[src/rtl/fetch_stage_if.sv]
// fetch_stage_if: groups the instruction-memory read bus and the IF/ID
// pipeline register outputs of the fetch stage.
//   imem_en / imem_addr  : read request issued by fetch (combinational)
//   imem_rdata           : memory data, valid one cycle after imem_en
//   ifid_valid / ifid_instr / ifid_pc : IF/ID register contents to decode
// master = fetch stage side, slave = memory / decode side.
interface fetch_stage_if #(
  parameter int PC_W    = 4,
  parameter int INSTR_W = 16
);
  logic               imem_en;
  logic [PC_W-1:0]    imem_addr;
  logic [INSTR_W-1:0] imem_rdata;
  logic               ifid_valid;
  logic [INSTR_W-1:0] ifid_instr;
  logic [PC_W-1:0]    ifid_pc;

  modport master (
    output imem_en,
    output imem_addr,
    input  imem_rdata,
    output ifid_valid,
    output ifid_instr,
    output ifid_pc
  );

  modport slave (
    input  imem_en,
    input  imem_addr,
    output imem_rdata,
    input  ifid_valid,
    input  ifid_instr,
    input  ifid_pc
  );
endinterface

[src/rtl/fetch_stage.sv]
// fetch_stage: instruction-fetch stage of the 4-bit-PC CPU.
// Drives the synchronous instruction memory with the current PC, computes
// pc_next (increment / branch / jump redirect) and holds the IF/ID register
// with stall and flush control. One read is tracked in flight and re-issued
// while decode stalls so the response is still correct on release.
// Ports:
//   clk, reset      : clock, asynchronous active-high reset
//   pc_current      : PC register output
//   pc_next         : value the PC register loads at the next edge
//   bus             : imem read bus + IF/ID outputs (fetch_stage_if.master)
//   branch_taken / branch_addr : taken branch and its target
//   jump / jump_addr           : jump and its target (beats branch)
//   stall           : decode cannot accept an instruction this cycle
module fetch_stage #(
  parameter int PC_W    = 4,
  parameter int INSTR_W = 16
) (
  input  logic              clk,
  input  logic              reset,
  input  logic [PC_W-1:0]   pc_current,
  output logic [PC_W-1:0]   pc_next,
  fetch_stage_if.master     bus,
  input  logic              branch_taken,
  input  logic [PC_W-1:0]   branch_addr,
  input  logic              jump,
  input  logic [PC_W-1:0]   jump_addr,
  input  logic              stall
);

  logic               flush;
  logic [PC_W-1:0]    target;

  logic               req_valid_q,  req_valid_d;
  logic [PC_W-1:0]    req_pc_q,     req_pc_d;
  logic               ifid_valid_q, ifid_valid_d;
  logic [INSTR_W-1:0] ifid_instr_q, ifid_instr_d;
  logic [PC_W-1:0]    ifid_pc_q,    ifid_pc_d;

  logic               imem_en;
  logic [PC_W-1:0]    imem_addr;

  assign flush  = jump | branch_taken;
  assign target = jump ? jump_addr : branch_addr;

  // Priority: reset > flush > stall > normal.
  always_comb begin
    pc_next      = pc_current + PC_W'(1);
    imem_en      = 1'b0;
    imem_addr    = pc_current;
    req_valid_d  = req_valid_q;
    req_pc_d     = req_pc_q;
    ifid_valid_d = ifid_valid_q;
    ifid_instr_d = ifid_instr_q;
    ifid_pc_d    = ifid_pc_q;

    if (reset) begin
      imem_en = 1'b0;
    end else if (flush) begin
      // Drop the in-flight response; IF/ID payload holds, only valid clears.
      pc_next      = target;
      req_valid_d  = 1'b0;
      ifid_valid_d = 1'b0;
    end else if (stall) begin
      // Re-issue the outstanding read so imem_rdata is still its data on release.
      pc_next   = pc_current;
      imem_addr = req_pc_q;
      imem_en   = req_valid_q;
    end else begin
      imem_en      = 1'b1;
      req_valid_d  = 1'b1;
      req_pc_d     = pc_current;
      ifid_valid_d = req_valid_q;
      ifid_instr_d = bus.imem_rdata;
      ifid_pc_d    = req_pc_q;
    end
  end

  always_ff @(posedge clk or posedge reset) begin
    if (reset) begin
      req_valid_q  <= 1'b0;
      req_pc_q     <= '0;
      ifid_valid_q <= 1'b0;
      ifid_instr_q <= '0;
      ifid_pc_q    <= '0;
    end else begin
      req_valid_q  <= req_valid_d;
      req_pc_q     <= req_pc_d;
      ifid_valid_q <= ifid_valid_d;
      ifid_instr_q <= ifid_instr_d;
      ifid_pc_q    <= ifid_pc_d;
    end
  end

  assign bus.imem_en    = imem_en;
  assign bus.imem_addr  = imem_addr;
  assign bus.ifid_valid = ifid_valid_q;
  assign bus.ifid_instr = ifid_instr_q;
  assign bus.ifid_pc    = ifid_pc_q;

endmodule

[src/flat_wrapper.sv]
// flat-port wrapper written by rule: the top's interface ports become plain ports
module fetch_stage_flat 
#(
  parameter int PC_W    = 4,
  parameter int INSTR_W = 16
)
  (clk, reset, pc_current, pc_next, branch_taken, branch_addr, jump, jump_addr, stall, bus_imem_en, bus_imem_addr, bus_imem_rdata, bus_ifid_valid, bus_ifid_instr, bus_ifid_pc);
  fetch_stage_if #(.PC_W(PC_W), .INSTR_W(INSTR_W)) bus_i ();
  input  logic clk;
  input  logic reset;
  input  logic [PC_W-1:0] pc_current;
  output logic [PC_W-1:0] pc_next;
  input  logic branch_taken;
  input  logic [PC_W-1:0] branch_addr;
  input  logic jump;
  input  logic [PC_W-1:0] jump_addr;
  input  logic stall;
  output wire logic [$bits(bus_i.imem_en)-1:0] bus_imem_en;
  output wire logic [$bits(bus_i.imem_addr)-1:0] bus_imem_addr;
  input wire logic [$bits(bus_i.imem_rdata)-1:0] bus_imem_rdata;
  output wire logic [$bits(bus_i.ifid_valid)-1:0] bus_ifid_valid;
  output wire logic [$bits(bus_i.ifid_instr)-1:0] bus_ifid_instr;
  output wire logic [$bits(bus_i.ifid_pc)-1:0] bus_ifid_pc;
  assign bus_imem_en = bus_i.imem_en;
  assign bus_imem_addr = bus_i.imem_addr;
  assign bus_i.imem_rdata = bus_imem_rdata;
  assign bus_ifid_valid = bus_i.ifid_valid;
  assign bus_ifid_instr = bus_i.ifid_instr;
  assign bus_ifid_pc = bus_i.ifid_pc;
  fetch_stage #(.PC_W(PC_W), .INSTR_W(INSTR_W)) u_core (.clk(clk), .reset(reset), .pc_current(pc_current), .pc_next(pc_next), .bus(bus_i), .branch_taken(branch_taken), .branch_addr(branch_addr), .jump(jump), .jump_addr(jump_addr), .stall(stall));
endmodule
[config.mk]
export PLATFORM = sky130hd
export DESIGN_NAME = fetch_stage_flat
export DESIGN_NICKNAME = d
export VERILOG_FILES = /design/src/rtl/fetch_stage_if.sv /design/src/rtl/fetch_stage.sv /design/src/flat_wrapper.sv
export SDC_FILE = /design/constraint.sdc
export NUM_CORES = 1
export LEC_CHECK = 0
export CAP_MARGIN = 20
export CORE_ASPECT_RATIO = 1.1
export CORE_MARGIN = 5
export CORE_UTILIZATION = 42
export DETAILED_ROUTE_END_ITERATION = 7
export GPL_TIMING_DRIVEN = 0
export PLACE_DENSITY = 0.93
export SLEW_MARGIN = 30
export SYNTH_ARGS = -nofsm -noshare
export SYNTH_HDL_FRONTEND = slang
export SYNTH_SLANG_ARGS = --single-unit
[constraint.sdc]
create_clock -name clk -period 3.3 [get_ports clk]
set_input_delay 0.66 -clock clk [delete_from_list [all_inputs] [get_ports clk]]
set_output_delay 0.66 -clock clk [all_outputs]
set_load 0.02 [all_outputs]
==> results of run 1 <==
## cell type report
cell class / instances / area, sq um / share of cell area, %
Timing Repair Buffer: 63 / 623 / 31.9
Buffer: 6 / 41.3 / 2.12
Multi-Input combinational cell: 58 / 552 / 28.3
Timing Repair inverter: 1 / 5.00 / 0.257
Inverter: 3 / 15.0 / 0.770
Clock buffer: 3 / 22.5 / 1.15
Sequential cell: 26 / 651 / 33.4
Tap cell: 33 / 41.3 / 2.12
## power by group through the flow
stage | clock, mW | combinational (mW) | sequential (mW)
2_1_floorplan | 0 | 0.112 | 0.510
3_3_place_gp | 0 | 0.392 | 0.431
3_5_place_dp | 0 | 0.400 | 0.439
4_1_cts | 0.137 | 0.403 | 0.433
5_1_grt | 0.149 | 0.424 | 0.443
6_report | 0.129 | 0.398 | 0.432
## worst min path at each step
| stage | startpoint | endpoint | cells past startpoint |
|---|---|---|---|
| floorplan | u_core.req_valid_q | u_core.req_valid_q | 1 |
| global placement | u_core.bus.ifid_instr[3] | u_core.bus.ifid_instr[3] | 1 |
| detailed placement | u_core.bus.ifid_instr[11] | u_core.bus.ifid_instr[11] | 1 |
| CTS | u_core.bus.ifid_instr[3] | u_core.bus.ifid_instr[3] | 1 |
| global route | u_core.bus.ifid_instr[0] | u_core.bus.ifid_instr[0] | 1 |
| finish | u_core.bus.ifid_instr[3] | u_core.bus.ifid_instr[3] | 1 |
## placed cells by master, fill, tap and decap left out, types with 2 or more instances in the layout
master           Yosys  final
buf_6                2      2
inv_1                3      2
nor2b_1              2      2
o21ai_0              2      2
dlygate4sd2_1        0      4
buf_4                0      2
dfrtp_1             26     26
nor2_1               5      5
mux2_1               2      2
buf_2                0      3
mux2_2              26     26
clkdlybuf4s50_1      0     56
clkbuf_4             0      3
a221oi_1             3      3
## registers in the layout, indices dropped and copies added (netlist names)
| signal | cells |
|---|---|
| u_core.bus.ifid_instr | 16 |
| u_core.bus.ifid_pc | 4 |
| u_core.bus.ifid_valid | 1 |
| u_core.req_pc_q | 4 |
| u_core.req_valid_q | 1 |
## per-stage QoR
stage	power, mW	setup WS [ns]	setup TNS, ns	std cells	utilization, %
finish	0.959	0.0992	0	193	69.0
floorplan	0.622	0.631	0	93	-
CTS	0.974	0.0788	0	193	68.9
detailed placement	0.839	-0.651	-1.93	187	67.3
global route	1.02	0.00817	0	193	69.0
global placement	0.823	-0.601	-1.65	187	67.3
## what timing repair did
action                     CTS  global route
pin swaps                    1             0
buffers inserted             2             0
setup endpoints to repair    8             1
gates resized for setup      8             2
gates cloned                 1             0
## critical path, cell delays in order
cell             delay [ns]
clkdlybuf4s50_1        0.45
buf_2                  0.21
nor3_1                 0.28
nor2_1                 0.12
o22ai_1                0.18
clkdlybuf4s50_1        0.62
## metal layers
layer  up-vias  track usage [%]  wire length (um)
li1        484                -                 -
met1       480             20.3              1280
met2        49             27.8              1560
met3         4             5.54               364
met4         0             7.16                44
met5         -                0                 0
## kinds of logic after synthesis
kind of cell / synth area share (%)
compound gates: 8.50
xor+xnor: 1.40
fa+ha+maj: 1.00
buf+inv: 3.90
flops: 52.0
mux: 25.2
simple gates: 8.00
==> results.ini, run 1 <==
[synthesis]
synth.avg_cell_area_sq_um=13.5
ys.flop_type=dfrtp_1
yosysSeqAreaShare_pct=52.0
async_flop_share_pct=100
yosys_register_bits=26
synth_area_sq_um=1250
ys_warn_count=0
synthCells=93
synth_common_cells=dfrtp_1, mux2_2, nor2_1
synth_cell_types=29
syn-num-nets=127
synth-edff-count=0
synthTopCellsByArea=dfrtp_1, mux2_2, a221oi_1
synth_top_area_share_pct=52.0
synth_largest_area_cell=dfrtp_1

[floorplan]
io_pins=63
core_area_sq_um=2830
die_y_um=67.2
num_rows=20
die-area_sq_um=4170
die_w_um=62.0
start_util_pct=44.2

[power_and_ir_drop]
comb_power_share_pct=41.5
pwr-share-clk_pct=13.5
power_per_cell_area_nw_per_um2=492
power.internal_mw=0.651
p_sw_mw=0.308
peakVddDrop_mv=0.471
switching_share_pct=32.1
power_leakage_nw=0.806
power_frac_seq_pct=45.0

[global_route]
grt_start_max_net_pins=15
antenna_found_initial=0
grt-ovfl-total=0
first_global_vias=1078
grt_use_total_pct=17.1
grt_pass1_wl_mm=5.22

[placement]
place_area_sq_um=1900
numPortBuffers=61
place_congestion=0.829
place_hpwl_mm=2.53

[clock_tree]
clk_pin_slew_ns=0.12
clkSinkCount=26
cts_buffers=3
clkLatencyLatePin_ns=0.32
clk_path_buf_depth=2
cts_hold_buf=0
cts_tree=done
cts_root_buffer=clkbuf_4
htreeDepth=1

[finish]
drive_gt1_share_pct=25.0
diodes=0
design_area_sq_um=1950
num-fill-cells=218
area_growth_pct=55.9
finalNetCount=196

[timing]
fin_crit_ns=3.20
clock_skew_ns=0.00481
rsz0062_at_grt=no
finalHoldViolCount=0
holdWs_ns=0.504
setup_violations=0
tightest_slew_ns=0.639
max_slew_margin_pct=57.2
post-route-period-util_pct=97.0
report.final.slew_viol_count=0
timing.fmax_mhz=312

[status]
status=finished clean

[critical_path]
cp-startpoint=branch_taken
path_max_fanout=10
worst_ep_arrival_time_ns=2.54
r2r-start=u_core.bus.ifid_pc[1]
regToRegSetupSlack_ns=2.52
required_ns=2.64
path_class=in -> out
r2r-end=u_core.bus.ifid_pc[1]
cp-end-kind=primary output
start_kind=input port
setup.worst_path.end=pc_next[3]
rr_worst_depth=1

[drt]
first_iter_violations=27
firstDrtPassIters=4
num_vias=1017
drtAntennaViolNets=0
viasPerCell=5.27
drt_wl_total_mm=3.25
post-route-drc-count=0
wl_per_cell_um=16.8

[worst_hold_path]
hold_class=reg -> reg

[job]
drv_cap=0

No activity file was read; power rests on OpenSTA's default activity.
==> inputs of run 2 (changes only) <==
RECOVER_POWER = 50   (was not set)
==> results.ini, run 2 (synthesis results as in run 1) <==
[floorplan]
io_pins=63
die_y_um=67.2
start_util_pct=44.2
core_area_sq_um=2830
die-area_sq_um=4170
die_w_um=62.0
num_rows=20

[clock_tree]
cts_root_buffer=clkbuf_4
clk_pin_slew_ns=0.12
clkSinkCount=26
htreeDepth=1
cts_tree=done
clkLatencyLatePin_ns=0.32
cts_hold_buf=0
clk_path_buf_depth=2
cts_buffers=3

[critical_path]
slowest_delay_ns=0.62
path_max_fanout=10
worst_ep_arrival_time_ns=2.50
rr_worst_depth=1
required_ns=2.64
cp_common_cell=clkdlybuf4s50_1
path_class=in -> out
worstPathCellList=clkdlybuf4s50_1 -> buf_2 -> nor3_1 -> nor2_1 -> o22ai_1 -> clkdlybuf4s50_1
critPathSlowestCell=clkdlybuf4s50_1
start_kind=input port
cp.depth=6
path_buf_inv=3
cpLargestDelayFamily=buffers and inverters
cp-end-kind=primary output

[drt]
firstDrtPassIters=4
first_iter_violations=41
drt_wl_total_mm=3.26
route.met2.wl_mm=1.56
drtAntennaViolNets=0
top_layer=met4
post-route-drc-count=0
met3WireLength_um=366
num_vias=1014
wl_per_cell_um=16.9
viasPerCell=5.25
met1Wirelength_mm=1.28

[finish]
largest_reg_flops=16
num-fill-cells=221
layout_commonest_cell=clkdlybuf4s50_1
fin_cells=193
finalNetCount=196
seq_area_sq_um=651
area_growth_pct=54.2
drive_gt1_share_pct=23.8
mostFrequentLayoutCells=clkdlybuf4s50_1, mux2_2, dfrtp_1
diodes=0
multi_input_area_sq_um=537

[status]
status=finished clean

[power_and_ir_drop]
peakVddDrop_mv=0.470
power_per_cell_area_nw_per_um2=492
power_leakage_nw=0.805

[placement]
place_congestion=0.829
dp_cells=187
place_hpwl_mm=2.53
post-place-ws_ns=-0.651
numPortBuffers=61

[worst_hold_path]
holdPathStages=1
hold_class=reg -> reg

[timing]
report.final.slew_viol_count=0
clock_skew_ns=0.00295
fin_crit_ns=3.16
finalHoldViolCount=0
setup_slack_ns=0.136
timing.fmax_mhz=316
post-route-period-util_pct=95.9
setup_violations=0
rsz0062_at_grt=no
max_slew_margin_pct=7.17
tightest_slew_ns=1.38

[global_route]
antenna_found_initial=0
grt_pass1_wl_mm=5.22
grt-ovfl-total=0
grt_use_total_pct=17.1
first_global_vias=1078
grt_start_max_net_pins=15

[job]
drv_cap=0

## run 2: timing repair
| item | CTS | global route |
|---|---|---|
| cloned | 1 | 0 |
| setup endpoints to repair | 8 | 1 |
| setup buffers | 2 | 0 |
| pin swaps | 1 | 0 |
| gates resized for setup | 8 | 2 |
## run 2: cell type report
| cell class | count | share of cell area (%) |
|---|---|---|
| sequential | 26 | 33.7 |
| tap | 33 | 2.14 |
| timing repair inverter | 1 | 0.259 |
| clock buffer | 3 | 1.17 |
| buffer | 6 | 2.14 |
| inverter | 3 | 0.649 |
| multi-input combinational | 58 | 27.8 |
| timing repair buffer | 63 | 32.1 |
## run 2: worst paths after layout
check                                          from                   endpoint  slack (ns)
min in group asynchronous                     reset  u_core.bus.ifid_instr[13]        1.01
min reg2reg                u_core.bus.ifid_instr[3]   u_core.bus.ifid_instr[3]        0.50
max in group asynchronous                     reset   u_core.bus.ifid_instr[8]        1.69
max                                    branch_taken                 pc_next[3]        0.14
min                        u_core.bus.ifid_instr[3]   u_core.bus.ifid_instr[3]        0.50
max reg2reg                   u_core.bus.ifid_pc[1]      u_core.bus.ifid_pc[1]        2.52
## run 2: power by group
| part | internal (mW) | switching, mW | leakage [nW] |
|---|---|---|---|
| Combinational | 0.209 | 0.179 | 0.476 |
| Clock | 0.0428 | 0.0875 | 0.0138 |
| Sequential | 0.391 | 0.0394 | 0.316 |
| Total | 0.643 | 0.306 | 0.805 |
## run 2: stage by stage
stage / setup TNS, ns / utilization [%] / area, sq um / power [mW] / hold slack (ns)
3_3_place_gp: -1.65 / 67.3 / 1900 / 0.823 / 0.468
4_1_cts: 0 / 68.9 / 1950 / 0.974 / 0.508
6_report: 0 / 68.2 / 1930 / 0.949 / 0.497
5_1_grt: 0 / 68.2 / 1930 / 1.01 / 0.534
3_5_place_dp: -1.93 / 67.3 / 1900 / 0.839 / 0.475
2_1_floorplan: 0 / - / 1250 / 0.622 / 0.483
## run 2: layer usage
| metal | vias up | global-route usage [%] |
|---|---|---|
| li1 | 484 | - |
| met1 | 479 | 20.3 |
| met2 | 47 | 27.8 |
| met3 | 4 | 5.54 |
| met4 | 0 | 7.16 |
| met5 | - | 0 |
